[src/rtl/prefix_sub_stream_pkg.sv]
// Shared types and elaboration helpers for the streaming prefix subtractor.
// Holds the FSM state type, legal beat-width bounds and the generate/propagate prefix cell.
package prefix_sub_stream_pkg;

   typedef enum logic [0:0] {
      ST_IDLE = 1'b0,
      ST_BUSY = 1'b1
   } state_e;

   localparam int W_MIN = 2;
   localparam int W_MAX = 64;

   function automatic int log2_f(input int n);
      int r;
      r = 0;
      for (int i = 0; i < 8; i++) begin
         if ((1 << i) < n) begin
            r = i + 1;
         end
      end
      return r;
   endfunction

   function automatic bit w_legal(input int n);
      return (n >= W_MIN) && (n <= W_MAX) && ((n & (n - 1)) == 0);
   endfunction

   // Prefix cell: combine {g,p} of a high span with the adjacent low span.
   function automatic logic [1:0] gp_cell(input logic [1:0] hi, input logic [1:0] lo);
      return {hi[1] | (hi[0] & lo[1]), hi[0] & lo[0]};
   endfunction

endpackage

[src/rtl/prefix_sub_stream_core.sv]
// sklansky_sub_core: combinational W-bit a + ~b + cin using a Sklansky prefix tree.
// Carry-in is folded in after the tree: c[i] = G[i-1:0] | P[i-1:0] & cin.
module sklansky_sub_core
   import prefix_sub_stream_pkg::*;
#(
   parameter int W = 4
) (
   input  logic [W-1:0] a,
   input  logic [W-1:0] b,
   input  logic         cin,
   output logic [W-1:0] diff,
   output logic         cout
);

   localparam int LVL = log2_f(W);

   logic [W-1:0] g_s [LVL+1];
   logic [W-1:0] p_s [LVL+1];
   logic [W-1:0] c_s;

   assign g_s[0] = a & ~b;
   assign p_s[0] = a ^ ~b;

   // Each level doubles the resolved span; odd blocks fan in from the top of the even block below.
   for (genvar lv = 0; lv < LVL; lv++) begin : g_lvl
      for (genvar i = 0; i < W; i++) begin : g_bit
         localparam int BLK = 1 << lv;
         if (((i / BLK) % 2) == 1) begin : g_cell
            localparam int J = ((i / (2 * BLK)) * (2 * BLK)) + BLK - 1;
            assign {g_s[lv+1][i], p_s[lv+1][i]} =
               gp_cell({g_s[lv][i], p_s[lv][i]}, {g_s[lv][J], p_s[lv][J]});
         end else begin : g_pass
            assign g_s[lv+1][i] = g_s[lv][i];
            assign p_s[lv+1][i] = p_s[lv][i];
         end
      end
   end

   assign c_s[0] = cin;
   for (genvar i = 1; i < W; i++) begin : g_carry
      assign c_s[i] = g_s[LVL][i-1] | (p_s[LVL][i-1] & cin);
   end

   assign diff = p_s[0] ^ c_s;
   assign cout = g_s[LVL][W-1] | (p_s[LVL][W-1] & cin);

endmodule

[src/rtl/prefix_sub_stream.sv]
// Streaming multi-beat subtractor (A - B, LSB beat first) with a chained borrow and a registered output stage.
// Optional macro PREFIX_SUB_ZERO_FLAG_EN adds out_zero, set on the last beat when the whole difference is zero.
module prefix_sub_stream
   import prefix_sub_stream_pkg::*;
#(
   parameter int W = 4
) (
   input  logic         clk,
   input  logic         rst,
   input  logic         in_valid,
   output logic         in_ready,
   input  logic [W-1:0] in_a,
   input  logic [W-1:0] in_b,
   input  logic         in_first,
   input  logic         in_last,
   output logic         out_valid,
   input  logic         out_ready,
   output logic [W-1:0] out_diff,
   output logic         out_last,
   output logic         out_bout,
`ifdef PREFIX_SUB_ZERO_FLAG_EN
   output logic         out_zero,
`endif
   output logic         out_err
);

   if (!w_legal(W)) begin : g_bad_w
      $error("prefix_sub_stream: W must be a power of two in 2..64");
   end

   state_e       state_q;
   state_e       state_d;
   logic         carry_q;
   logic         accept_s;
   logic         first_s;
   logic         err_s;
   logic         cin_s;
   logic [W-1:0] diff_s;
   logic         cout_s;

   logic         out_valid_q;
   logic [W-1:0] out_diff_q;
   logic         out_last_q;
   logic         out_bout_q;
   logic         out_err_q;

   assign in_ready = ~out_valid_q | out_ready;
   assign accept_s = in_valid & in_ready;
   assign cin_s    = first_s ? 1'b1 : carry_q;

   sklansky_sub_core #(.W(W)) u_core (
      .a    (in_a),
      .b    (in_b),
      .cin  (cin_s),
      .diff (diff_s),
      .cout (cout_s)
   );

   // In IDLE every beat starts an operand; in BUSY an early in_first restarts it and is flagged.
   always_comb begin
      state_d = state_q;
      first_s = 1'b1;
      err_s   = 1'b0;
      case (state_q)
         ST_IDLE: begin
            first_s = 1'b1;
            err_s   = 1'b0;
            if (accept_s) begin
               state_d = in_last ? ST_IDLE : ST_BUSY;
            end else begin
               state_d = state_q;
            end
         end
         ST_BUSY: begin
            first_s = in_first;
            err_s   = in_first;
            if (accept_s) begin
               state_d = in_last ? ST_IDLE : ST_BUSY;
            end else begin
               state_d = state_q;
            end
         end
         default: begin
            state_d = ST_IDLE;
         end
      endcase
   end

   // State and inter-beat carry advance only on an accepted beat.
   always_ff @(posedge clk) begin
      if (rst) begin
         state_q <= ST_IDLE;
         carry_q <= 1'b1;
      end else if (accept_s) begin
         state_q <= state_d;
         carry_q <= cout_s;
      end else begin
         state_q <= state_q;
         carry_q <= carry_q;
      end
   end

   // Output register: reload on accept, otherwise drop valid once the consumer takes the beat.
   always_ff @(posedge clk) begin
      if (rst) begin
         out_valid_q <= 1'b0;
         out_diff_q  <= {W{1'b0}};
         out_last_q  <= 1'b0;
         out_bout_q  <= 1'b0;
         out_err_q   <= 1'b0;
      end else if (accept_s) begin
         out_valid_q <= 1'b1;
         out_diff_q  <= diff_s;
         out_last_q  <= in_last;
         out_bout_q  <= in_last & ~cout_s;
         out_err_q   <= err_s;
      end else if (out_ready) begin
         out_valid_q <= 1'b0;
      end else begin
         out_valid_q <= out_valid_q;
      end
   end

   assign out_valid = out_valid_q;
   assign out_diff  = out_diff_q;
   assign out_last  = out_last_q;
   assign out_bout  = out_bout_q;
   assign out_err   = out_err_q;

`ifdef PREFIX_SUB_ZERO_FLAG_EN
   logic zero_q;
   logic out_zero_q;
   logic zero_hit_s;

   assign zero_hit_s = (first_s | zero_q) & (diff_s == {W{1'b0}});

   // Sticky all-zero tracker, re-seeded by every first beat.
   always_ff @(posedge clk) begin
      if (rst) begin
         zero_q     <= 1'b1;
         out_zero_q <= 1'b0;
      end else if (accept_s) begin
         zero_q     <= zero_hit_s;
         out_zero_q <= in_last & zero_hit_s;
      end else begin
         zero_q     <= zero_q;
         out_zero_q <= out_zero_q;
      end
   end

   assign out_zero = out_zero_q;
`endif

endmodule

[config.mk]
export PLATFORM = sky130hd
export DESIGN_NAME = prefix_sub_stream
export DESIGN_NICKNAME = d
export VERILOG_FILES = /design/src/rtl/prefix_sub_stream_pkg.sv /design/src/rtl/prefix_sub_stream_core.sv /design/src/rtl/prefix_sub_stream.sv
export SDC_FILE = /design/constraint.sdc
export NUM_CORES = 1
export LEC_CHECK = 0
export CAP_MARGIN = 15
export CORE_UTILIZATION = 25
export CTS_BUF_LIST = sky130_fd_sc_hd__clkbuf_8
export CTS_CLUSTER_DIAMETER = 120
export DETAILED_ROUTE_END_ITERATION = 10
export PLACE_DENSITY = 0.53
export REMOVE_ABC_BUFFERS = 1
export SLEW_MARGIN = 5
export SYNTH_ARGS = -nofsm -noshare
export SYNTH_HDL_FRONTEND = slang
export SYNTH_SLANG_ARGS = --single-unit
[constraint.sdc]
create_clock -name clk -period 5.4 [get_ports clk]
set_input_delay 1.08 -clock clk [delete_from_list [all_inputs] [get_ports clk]]
set_output_delay 1.08 -clock clk [all_outputs]
set_load 0.01 [all_outputs]
==> results.cfg <==
[logic_synthesis]
synth_ff_type = dfxtp_1
yosysWarnings = 0
netlist_top_cells_count = dfxtp_1 (10), nand2_1 (7), a21oi_1 (6), inv_1 (5), ha_1 (4)
syn_avg_cell_area_um2 = 9.00
yosysTopAreaCellShare = 0.364
netlist_instances = 61
synthTopCellsByArea = dfxtp_1 (36%), ha_1 (9.1%), a21oi_1 (5.5%)
synth_top_area_cell = dfxtp_1
yosysSeqAreaShare = 0.364
synth_seq_cells = 10
post-synth-top-count-cell = dfxtp_1
yosys.cell_types.count = 29
synthArstFlopShare = 0
synth-edff-count = 0
syn_area_um2 = 549

[floorplanning]
row_count = 16
die-area_um2 = 2390
initial_utilization = 0.272
die_h_um = 48.9
core_area_um2 = 2020
top_level_ports = 23
die_w_um = 48.9

[route]
avgViaCountPerCell = 4.61
routedWlPerCell_um = 10.4
dr.pass1.iters = 4
via_count = 516
routed_wl_um = 1160
drc = 0
postRouteAntennaNets = 0
initialDrtViolationCount = 7

[clocking]
clk_latency_ps = 230
clock-sinks = 10
path_clk_slew_ps = 50
cts_setup_buffers = 0
cts-root-buf = clkbuf_8
hold_buffers = 0
postCtsResizedCells = 0
cts_buffer_depth = 2
cts_max_level = 1
cts_inserted_buffers = 3
cts_tree = built

[sta]
fin_worst_skew_ps = 0.748
hold_violations = 0
finalWorstSetupSlack_ps = 2110
clock.fmax_mhz = 304
final_max_slew_viol_count = 0
fin_crit_sh = 0.609
rsz0062_at_grt = false
setup_violations = 0
setup_tns_ps = 0
tightest_slew_ps = 560
final_period_minus_worst_setup_slack_ps = 3290
relSlewSlack = 0.626

[finish]
n_antenna_cell = 0
post-route-util = 0.421
areaGrowthSynthToFinish_pct = 54.9
design_area_um2 = 851
layout-drive-gt1-share = 0.0706
nNetsFinal = 105

[power]
peakVddDrop_uv = 116
totalPowerFinal_mw = 0.224
p_leak_nw = 0.342
p_per_area_nw_per_um2 = 263

[worst_hold_path]
hp-class = flop to flop

[setup_path]
crit_fanout = 4
arrival_ps = 2210
path_class = input pin to primary output
crit_path_start_kind = input pin
cp_data_required_time_ps = 4320
cp-end-kind = primary output

[grt]
grt_pass1_wl_um = 1860
grt_usage = 0.106
antenna_found_initial = 0
grt_max_degree = 16
grt_pass1_vias = 426
overflow = 0

[placement]
pre_cts_ws_ps = 2100
place.detailed.hpwl_um = 873
port-buffer-count = 22
place_congestion = 0.688
placed_area_um2 = 796

[status]
status = finished, final reports clean

[run]
drv_cap = 0
==> critical path, cell delays in order <==
cell,delay [ps]
clkdlybuf4s50_1,440
nand2b_1,140
clkdlybuf4s50_1,550
==> final cells by class <==
class	instances	area, um^2
well taps	27	33.8
multi-input cells	44	323
clock buffers	4	55.1
inverters	5	18.8
flip-flops and latches	10	200
fillers	207	1170
repair buffers	22	220
==> cell families after synthesis <==
| family | count (synthesis) | synth area share |
|---|---|---|
| AO/OA/AOI/OAI | 13 | 0.150 |
| adder cells (fa/ha/maj) | 5 | 0.128 |
| XOR/XNOR | 2 | 0.0319 |
| buffers and inverters | 7 | 0.0478 |
| flip-flops | 10 | 0.364 |
| AND/OR/NAND/NOR | 24 | 0.278 |
==> sequential cells by signal, summed over array words and instances (netlist names) <==
| name | cells |
|---|---|
| out_last | 1 |
| state_q | 1 |
| out_valid | 1 |
| out_bout | 1 |
| out_diff | 4 |
| out_err | 1 |
| carry_q | 1 |
==> path summary, 6_finish.rpt <==
check / startpoint / end / slack (ps) / depth (start not counted)
max: out_ready / in_ready / 2110 / 3
min reg2reg: out_err$_SDFFE_PP0P_ / out_err$_SDFFE_PP0P_ / 450 / 2
min: out_err$_SDFFE_PP0P_ / out_err$_SDFFE_PP0P_ / 450 / 2
max reg2reg: state_q$_SDFFE_PP0P_ / out_diff[3]$_SDFFE_PP0P_ / 3620 / 4
==> power by group <==
group | leakage, nW | switching, mW | internal (mW)
clock | 0.0288 | 0.0281 | 0.0640
sequential | 0.0824 | 0.00275 | 0.0797
combinational | 0.231 | 0.0214 | 0.0281
total | 0.342 | 0.0522 | 0.172
==> metal layers <==
metal  share of wire  wire (um)  global-route usage
met1            0.46        534               0.123
met2            0.43        498               0.150
met3           0.072         84              0.0343
met4           0.036         42               0.103
met5               0          0                   0
==> per-stage QoR <==
stage | std cells | hold WS, ps
final | 112 | 454
after global routing | 112 | 486
after CTS | 112 | 454
after detailed placement | 108 | 447
after global placement | 108 | 437
after floorplan | 59 | 439
==> cell usage in the layout (no fill, tap or decap), types with 2 or more instances in the layout <==
cell and n:
dfxtp_1 10, nand2_1 7, nand2b_1 3, clkdlybuf4s50_1 22, nor2_1 2, nor3_1 2, inv_1 5, a21oi_1 6
ha_1 4, clkbuf_8 4
Note: power is estimated with default switching activity, not from simulation.
